`src/rtl/mem_arbiter_pkg.sv`:
```
// Shared types and constants for the unified-memory arbiter.
package mem_arbiter_pkg;

    // Arbiter FSM states. The encodings are fixed so waveforms stay readable.
    typedef enum logic [2:0] {
        IDLE  = 3'd0,
        IBUSY = 3'd1,
        DBUSY = 3'd2,
        IDROP = 3'd3,
        RESP  = 3'd4
    } arb_state_t;

    // Data word returned to the owning port when the memory never answers.
    localparam logic [31:0] ERROR_WORD = 32'hDEADBEEF;

    // True in every state where a memory transaction is outstanding.
    function automatic logic holds_memory(input arb_state_t s);
        return (s == IBUSY) || (s == DBUSY) || (s == IDROP);
    endfunction

endpackage

```
`src/rtl/mem_arb_timer.sv`:
```
// Watchdog counter for outstanding memory transactions. It is cleared on
// every state change and counts while enabled, stopping at its terminal
// count so the expired flag stays stable until it is cleared.
module mem_arb_timer #(
    parameter int TIMEOUT = 64
) (
    input  logic clk,
    input  logic reset,
    input  logic clear,
    input  logic enable,
    output logic expired
);

    localparam int CW = (TIMEOUT > 1) ? $clog2(TIMEOUT) : 1;

    logic [CW-1:0] count;

    assign expired = (count == CW'(TIMEOUT - 1));

    // Count cycles spent waiting on the memory; clear wins over enable.
    always_ff @(posedge clk or negedge reset) begin
        if (!reset) begin
            count <= '0;
        end else if (clear) begin
            count <= '0;
        end else if (enable && !expired) begin
            count <= count + 1'b1;
        end
    end

endmodule

```
`src/rtl/mem_arbiter.sv`:
```
// Arbiter sharing one single-port memory between instruction fetch and the
// MEM-stage load/store port. Data wins by default; a starvation counter
// forces one fetch grant after STARVE_MAX consecutive fetch losses, and a
// watchdog aborts transactions the memory never acknowledges.
module mem_arbiter
    import mem_arbiter_pkg::*;
#(
    parameter int STARVE_MAX = 4,
    parameter int TIMEOUT    = 64
) (
    input  logic        clk,
    input  logic        reset,
    input  logic        if_req,
    input  logic [31:0] if_addr,
    input  logic        flush,
    output logic [31:0] if_rdata,
    output logic        if_done,
    output logic        if_stall,
    input  logic        d_read,
    input  logic        d_write,
    input  logic [31:0] d_addr,
    input  logic [31:0] d_wdata,
    output logic [31:0] d_rdata,
    output logic        d_done,
    output logic        d_stall,
    output logic        mem_req,
    output logic        mem_we,
    output logic [31:0] mem_addr,
    output logic [31:0] mem_wdata,
    input  logic        mem_ack,
    input  logic [31:0] mem_rdata,
    output logic        err_timeout
);

    localparam int SW = $clog2(STARVE_MAX + 1);

    arb_state_t    state;
    arb_state_t    next_state;
    logic [SW-1:0] starve_cnt;
    logic          starve_full;
    logic          resp_fetch;
    logic [31:0]   rdata_q;
    logic          d_req;
    logic          fetch_ok;
    logic          grant_fetch;
    logic          grant_data;
    logic          capture;
    logic          timed_out;
    logic          drop_req;
    logic          expired;
    logic          timer_clear;
    logic          timer_enable;

    assign d_req       = d_read | d_write;
    assign fetch_ok    = if_req & ~flush;
    assign starve_full = (starve_cnt == SW'(STARVE_MAX));

    // Next-state logic and per-cycle control strobes for the datapath.
    always_comb begin
        next_state  = state;
        grant_fetch = 1'b0;
        grant_data  = 1'b0;
        capture     = 1'b0;
        timed_out   = 1'b0;
        case (state)
            IDLE: begin
                if (d_req && !(fetch_ok && starve_full)) begin
                    grant_data = 1'b1;
                    next_state = DBUSY;
                end else if (fetch_ok) begin
                    grant_fetch = 1'b1;
                    next_state  = IBUSY;
                end
            end
            IBUSY: begin
                if (mem_ack) begin
                    capture    = 1'b1;
                    next_state = RESP;
                end else if (expired) begin
                    timed_out  = 1'b1;
                    next_state = RESP;
                end else if (flush) begin
                    next_state = IDROP;
                end
            end
            DBUSY: begin
                if (mem_ack) begin
                    capture    = 1'b1;
                    next_state = RESP;
                end else if (expired) begin
                    timed_out  = 1'b1;
                    next_state = RESP;
                end
            end
            IDROP: begin
                if (mem_ack) begin
                    next_state = IDLE;
                end else if (expired) begin
                    timed_out  = 1'b1;
                    next_state = IDLE;
                end
            end
            RESP: begin
                next_state = IDLE;
            end
            default: begin
                next_state = IDLE;
            end
        endcase
    end

    // The request is withdrawn whenever an outstanding transaction ends.
    assign drop_req     = holds_memory(state) && !holds_memory(next_state);
    assign timer_clear  = (next_state != state);
    assign timer_enable = holds_memory(state);

    mem_arb_timer #(
        .TIMEOUT (TIMEOUT)
    ) u_timer (
        .clk     (clk),
        .reset   (reset),
        .clear   (timer_clear),
        .enable  (timer_enable),
        .expired (expired)
    );

    // State register.
    always_ff @(posedge clk or negedge reset) begin
        if (!reset) begin
            state <= IDLE;
        end else begin
            state <= next_state;
        end
    end

    // Memory request registers, loaded on a grant and released on completion.
    always_ff @(posedge clk or negedge reset) begin
        if (!reset) begin
            mem_req    <= 1'b0;
            mem_we     <= 1'b0;
            mem_addr   <= '0;
            mem_wdata  <= '0;
            resp_fetch <= 1'b0;
        end else if (grant_data) begin
            mem_req    <= 1'b1;
            mem_we     <= d_write;
            mem_addr   <= d_addr;
            mem_wdata  <= d_wdata;
            resp_fetch <= 1'b0;
        end else if (grant_fetch) begin
            mem_req    <= 1'b1;
            mem_we     <= 1'b0;
            mem_addr   <= if_addr;
            mem_wdata  <= '0;
            resp_fetch <= 1'b1;
        end else if (drop_req) begin
            mem_req    <= 1'b0;
        end
    end

    // Response data and the sticky timeout flag.
    always_ff @(posedge clk or negedge reset) begin
        if (!reset) begin
            rdata_q     <= '0;
            err_timeout <= 1'b0;
        end else begin
            if (capture) begin
                rdata_q <= mem_rdata;
            end else if (timed_out && state != IDROP) begin
                rdata_q <= ERROR_WORD;
            end
            if (timed_out) begin
                err_timeout <= 1'b1;
            end
        end
    end

    // Starvation counter: counts data grants that a waiting fetch lost.
    always_ff @(posedge clk or negedge reset) begin
        if (!reset) begin
            starve_cnt <= '0;
        end else if (grant_fetch) begin
            starve_cnt <= '0;
        end else if (grant_data && if_req && !starve_full) begin
            starve_cnt <= starve_cnt + 1'b1;
        end
    end

    assign if_done  = (state == RESP) & resp_fetch & ~flush;
    assign d_done   = (state == RESP) & ~resp_fetch;
    assign if_rdata = rdata_q;
    assign d_rdata  = rdata_q;
    assign if_stall = if_req & ~if_done;
    assign d_stall  = d_req & ~d_done;

endmodule

```
`config.mk`:
```
export PLATFORM = sky130hd
export DESIGN_NAME = mem_arbiter
export DESIGN_NICKNAME = d
export VERILOG_FILES = /design/src/rtl/mem_arbiter_pkg.sv /design/src/rtl/mem_arb_timer.sv /design/src/rtl/mem_arbiter.sv
export SDC_FILE = /design/constraint.sdc
export NUM_CORES = 1
export LEC_CHECK = 0
export CAP_MARGIN = 20
export CORE_MARGIN = 5
export CORE_UTILIZATION = 40
export DETAILED_ROUTE_END_ITERATION = 6
export PLACE_DENSITY = 0.87
export SYNTH_ARGS = -nofsm -noshare
export SYNTH_HDL_FRONTEND = slang
export SYNTH_HIERARCHICAL = 1
export SYNTH_SLANG_ARGS = --single-unit
```
`constraint.sdc`:
```
create_clock -name clk -period 2.37 [get_ports clk]
set_input_delay 0.3555 -clock clk [delete_from_list [all_inputs] [get_ports clk]]
set_output_delay 0.3555 -clock clk [all_outputs]
set_load 0.005 [all_outputs]
```
=== Word level (Yosys, flattened, before mapping) ===
Cells that the tools add are included.

* ROM bits: 0
* Bits in latches: 0
* Memories kept: 0
* Register bits: 112
* Output and inout port bits: 135
* Logic and storage cells: 94
* RAM bits: 0

* Multiply operators: 0
* Add/subtract/negate cells: 2
* Shifts and indexed selects: 0
* Muxes and demuxes: 37
* Divide/modulo/power cells: 0
* Equality and inequality tests: 11
* Order comparisons: 0
* Bitwise operators: 11
* Reduce and logical (&&, ||, !) cells: 23

{| class="wikitable"
|+ Operator list
! operator !! number
|-
| 32-bit 2-to-1 mux || 6
|-
| 3-bit 2-to-1 mux || 11
|-
| 1-bit 2-to-1 mux || 17
|-
| 3-bit by 2-bit == test with 1-bit output (second input constant) || 4
|-
| 6-bit 2-to-1 mux || 2
|-
| 3-bit one-hot mux with 4 select lines || 1
|-
| 2-bit nonzero test || 4
|-
| 1-bit logical AND || 7
|-
| 6-bit by 1-bit adder with 6-bit output (second input constant) || 1
|-
| 1-bit AND || 6
|-
| 3-bit by 1-bit == test with 1-bit output (second input constant) || 2
|-
| 3-bit == test (second input constant) || 2
|-
| 6-bit == test (second input constant) || 1
|-
| 1-bit logical NOT || 4
|-
| 1-bit logical OR || 4
|-
| 1-bit inverter || 4
|-
| 3-bit by 1-bit adder with 3-bit output (second input constant) || 1
|-
| 3-bit logical NOT || 1
|-
| 3-bit by 2-bit != test with 1-bit output (second input constant) || 1
|-
| 3-bit != test || 1
|-
| 3-bit nonzero test || 1
|-
| 3-bit OR reduction || 1
|-
| 2-bit OR reduction || 1
|-
| 1-bit bitwise OR || 1
|}

=== Logic depth before layout (Yosys ltp) ===
* Word-level depth: 15
* Gate-level depth with buffers: 10
* Mapped depth without buffers: 10

=== Cells and area by module ===
The synthesis kept the hierarchy.

{| class="wikitable"
|+ Modules (own cells, without submodules)
! module !! seq. area each (um^2) !! cells an instance !! instances !! area an instance (um^2)
|-
| mem_arbiter || 2,652.5 || 450 || 1 || 4,688.2
|-
| mem_arb_timer || 150.1 || 39 || 1 || 380.4
|}

=== Least setup slack after synthesis ===
Ideal clock, no wire load.

* Path type: flip-flop to flip-flop
* Start: register u_timer.count[0]
* End: register u_timer.count[1]
* Period minus slack after synthesis: 1.677 ns
* Arrival time: 1.542 ns
* Setup time: 0.135 ns
* Buffers on the path: 0
* Required time: 2.235 ns
* Slack: 0.693 ns
* Stages on the path, launching flop included: 11
* Path through: dfrtp_1 -> ha_1 -> nand2_4 -> nor2b_4 -> nor2_1 -> o21ai_0 -> nand2_1 -> nand2_1 -> inv_1 -> a41oi_1 -> o211ai_1

* Cells in the longest elaborated chain, start to end: 6
* Elaborated cells on any way between the ends: 15

{| class="wikitable"
|+ Ends and longest elaborated chain
! element !! RTL line !! text
|-
| start: declaration || mem_arb_timer.sv:16 || <nowiki>logic [CW-1:0] count;</nowiki>
|-
| start signal: assignment || mem_arb_timer.sv:27 || <nowiki>count <= count + 1'b1;</nowiki>
|-
| 6-bit == test * || mem_arb_timer.sv:18 || <nowiki>assign expired = (count == CW'(TIMEOUT - 1));</nowiki>
|-
| via expired || mem_arbiter.sv:50 || <nowiki>logic expired;</nowiki>
|-
| 3-bit 2-to-1 mux, on equally long branches || mem_arbiter.sv:98, mem_arbiter.sv:79, mem_arbiter.sv:90 ||
|-
| 3-bit 2-to-1 mux, on equally long branches || mem_arbiter.sv:96, mem_arbiter.sv:76, mem_arbiter.sv:87 ||
|-
| 3-bit one-hot mux with 4 select lines * || mem_arbiter.sv:65 || <nowiki>case (state)</nowiki>
|-
| 3-bit != test * || mem_arbiter.sv:114 || <nowiki>assign timer_clear = (next_state != state);</nowiki>
|-
| via timer_clear || mem_arbiter.sv:51 || <nowiki>logic timer_clear;</nowiki>
|-
| 6-bit 2-to-1 mux or 2-bit nonzero test (tied branches) || - ||
|}

The timed path passes the listed nets; every way through them passes the cells marked *. The select of a mux whose other input is x is not followed.
A chain may end at the register's enable or synchronous reset.

=== Worst setup path in the final report ===
* Start: register state[0]
* End: output port if_done

* Cells in the longest elaborated chain, start to end: 3

{| class="wikitable"
|+ Ends and longest elaborated chain
! element !! RTL line !! text
|-
| start: declaration || mem_arbiter.sv:37 || <nowiki>arb_state_t state;</nowiki>
|-
| start signal: assignment || mem_arbiter.sv:132 || <nowiki>state <= next_state;</nowiki>
|-
| 3-bit == test || mem_arbiter.sv:189 || <nowiki>assign if_done = (state == RESP) & resp_fetch & ~flush;</nowiki>
|-
| 1-bit AND (2 in series) || mem_arbiter.sv:189 ||
|-
| end: declaration || mem_arbiter.sv:17 || <nowiki>output logic if_done,</nowiki>
|}

No other way between the ends.

==> results.cfg <==
[run_status]
outcome = completed

[clocking]
cts_buffers = 9
clockRootBuffer = clkbuf_16
cts_hold_buffers = 0
cts_tree = yes
cts_buffer_depth = 2
post-cts-setup-buffers = 0
clk_pin_slew_ns = 0.07
h-tree-depth = 3
insertion_delay_ns = 0.34
cts_sinks = 112

[final_layout]
syn_to_final_growth_pct = 56.7
fin_area_sq_mm = 0.00794
fillers = 1039
fin_util = 0.634
drive_above_1_share = 0.0461
multiInputGateArea_sq_mm = 0.00182
fin_nets = 852
n_antenna_cell = 0
regArea_sq_mm = 0.00280

[hold_path]
worstHoldPathType = in -> async

[logic_synthesis]
synth-seq-area-share = 0.553
synth_area_per_cell_sq_um = 10.4
ys_types = 45
synth-main-ff-cell = dfrtp_1
ys_warn_count = 6
synth-seq-cells = 112
syn-num-nets = 627
synth_area_sq_mm = 0.00507
synthCells = 489
async_flop_share = 1.00
synth_edf_count = 0

[global_routing]
grt_first_pass_wirelength_mm = 24.1
grt_max_degree = 78
grt_pass1_vias = 4740
grt_use_total = 0.203
grt_overflow = 0
antenna_found_initial = 0

[power_and_ir_drop]
power_w = 0.00959
p_leak_nw = 3.57
powerDensity_mw_per_mm2 = 1210
vdd_drop_max_mv = 0.610

[drt]
drtPass1Iterations = 5
vias = 4483
wl_mm = 15.5
ant_nets = 0
detail_route.wl_per_cell_um = 17.4
drc = 0
drt_iter0_drc = 220
routed_via_density = 5.05

[setup_path]
end_kind = output pin
timing.critical_path.buf_inv = 1
slowest_delay_ns = 0.55
critPathTopFamily = simple AND/OR/NAND/NOR gates
cp-start-kind = flip-flop
worstPathArrival_ns = 1.92
path_max_fanout = 7
path_class = reg -> out
crit_chain = nor2_2 > nand2_1 > nor3_2 > clkdlybuf4s50_1
slowest_stage = clkdlybuf4s50_1
crit_required_ns = 2.01

[floorplan]
rows = 41
dieArea_sq_mm = 0.0150
core_sq_mm = 0.0125
io_pins = 270
die_w_um = 123
die-height_um = 123
initial_core_util = 0.405

[place]
dp_hpwl_mm = 11.9
dp_slack_ns = 0.262
io_buffer_count = 269
place_area_sq_mm = 0.00765
gp_congestion = 0.895

[timing]
tns_ns = 0
rsz0062_at_grt = false
post-route-period-util = 0.960
slew_headroom = 0.474
finClkSkew_ns = 0.00619
maxSlewViolCount = 0
hold_viol_final = 0
worstMarginPinSlew_ns = 0.788
fin_crit_ns = 2.27
finalSetupViolCount = 0
setup_ws_ns = 0.0958
max_freq_mhz = 440

[job]
cap_viol_max_count = 0
[placed cells by master, fill, tap and decap left out, types with 11 or more instances in the layout]
cell type / count
o21ai_0: 22
o21ai_1: 12
nand3_1: 36
clkdlybuf4s50_1: 268
dfrtp_1: 112
mux2i_1: 33
nand2_1: 106
nor2_1: 11
o22a_1: 24
[cell usage after synthesis (all sizes together) (2+ instances only)]
master | number | area share
dfrtp | 112 | 0.55
nand2 | 107 | 0.081
buf | 54 | 0.079
nand3 | 36 | 0.036
o21ai | 35 | 0.035
mux2i | 33 | 0.065
o22a | 24 | 0.041
nor2 | 13 | 0.010
inv | 10 | 0.0074
a22o | 8 | 0.014
clkbuf | 7 | 0.0052
a21oi | 6 | 0.0059
nor3 | 6 | 0.0079
ha | 3 | 0.0074
nand4 | 3 | 0.0037
nand4b | 3 | 0.0052
nor2b | 3 | 0.0052
nor3b | 3 | 0.0044
a211oi | 2 | 0.0030
and3 | 2 | 0.0025
nand2b | 2 | 0.0025
o211ai | 2 | 0.0030
xnor2 | 2 | 0.0035
[registers in the layout, indices dropped and copies added (netlist names)]
register,count
resp_fetch,1
err_timeout,1
mem_wdata,32
state,3
d_rdata,32
mem_addr,32
mem_req,1
u_timer/count,6
mem_we,1
starve_cnt,3
[stage by stage]
stage               hold WS [ns]  std cells
finish                    0.0324        888
global route              0.0777        888
detailed placement         0.412        875
global placement           0.405        875
CTS                       0.0460        888
floorplan                 0.0599        489
[cells by family after synthesis]
kind of cell | Yosys count | share of synthesized area
multiplexers | 33 | 0.0652
AO/OA/AOI/OAI | 87 | 0.118
AND/OR/NAND/NOR | 181 | 0.161
XOR/XNOR | 2 | 0.00346
adder cells (fa/ha/maj) | 3 | 0.00741
flip-flops | 112 | 0.553
buffers and inverters | 71 | 0.0913
[layout make-up]
cell class,count,share of cell area
sequential,112,0.353
timing repair buffer,275,0.351
multi-input combinational,306,0.229
tap,172,0.0271
inverter,10,0.00473
clock buffer,13,0.0353
[timing repair]
action,CTS,global route
gates resized for setup,1,1
endpoints found under the setup margin,2,2
cloned,0,0
[final timing paths]
kind                       slack, ns                to  depth (start not counted)              from
max in group asynchronous       1.57     mem_wdata[23]                          2             reset
max reg2reg                     0.23  u_timer/count[1]                         10  u_timer/count[0]
min reg2reg                     0.48       err_timeout                          1       err_timeout
min in group clk                0.48       err_timeout                          1       err_timeout
max                              0.1           if_done                          4          state[0]
min                             0.03      mem_addr[23]                          1             reset
[worst register-to-register path: stages (launching register included)]
cell and delay (ns):
dfrtp_1 0.42, ha_1 0.26, nand2_4 0.11, nor2b_4 0.20
nor2_1 0.10, o21ai_0 0.10, nand2_1 0.07, nand2_1 0.23
inv_1 0.17, a41oi_1 0.23, o211ai_1 0.12
[power breakdown]
group	internal [W]	switching (W)	leakage [nW]	total [W]
Combinational	0.00282	0.00193	2.07	0.00475
Sequential	0.00279	0.000602	1.36	0.00339
Clock	0.000812	0.000636	0.140	0.00145
[layer usage]
layer | share of wire | track usage
met4 | 0.023 | 0.0721
met1 | 0.36 | 0.223
met2 | 0.53 | 0.363
met5 | 0 | 0
met3 | 0.092 | 0.0710
(Power assumes the default switching activity.)
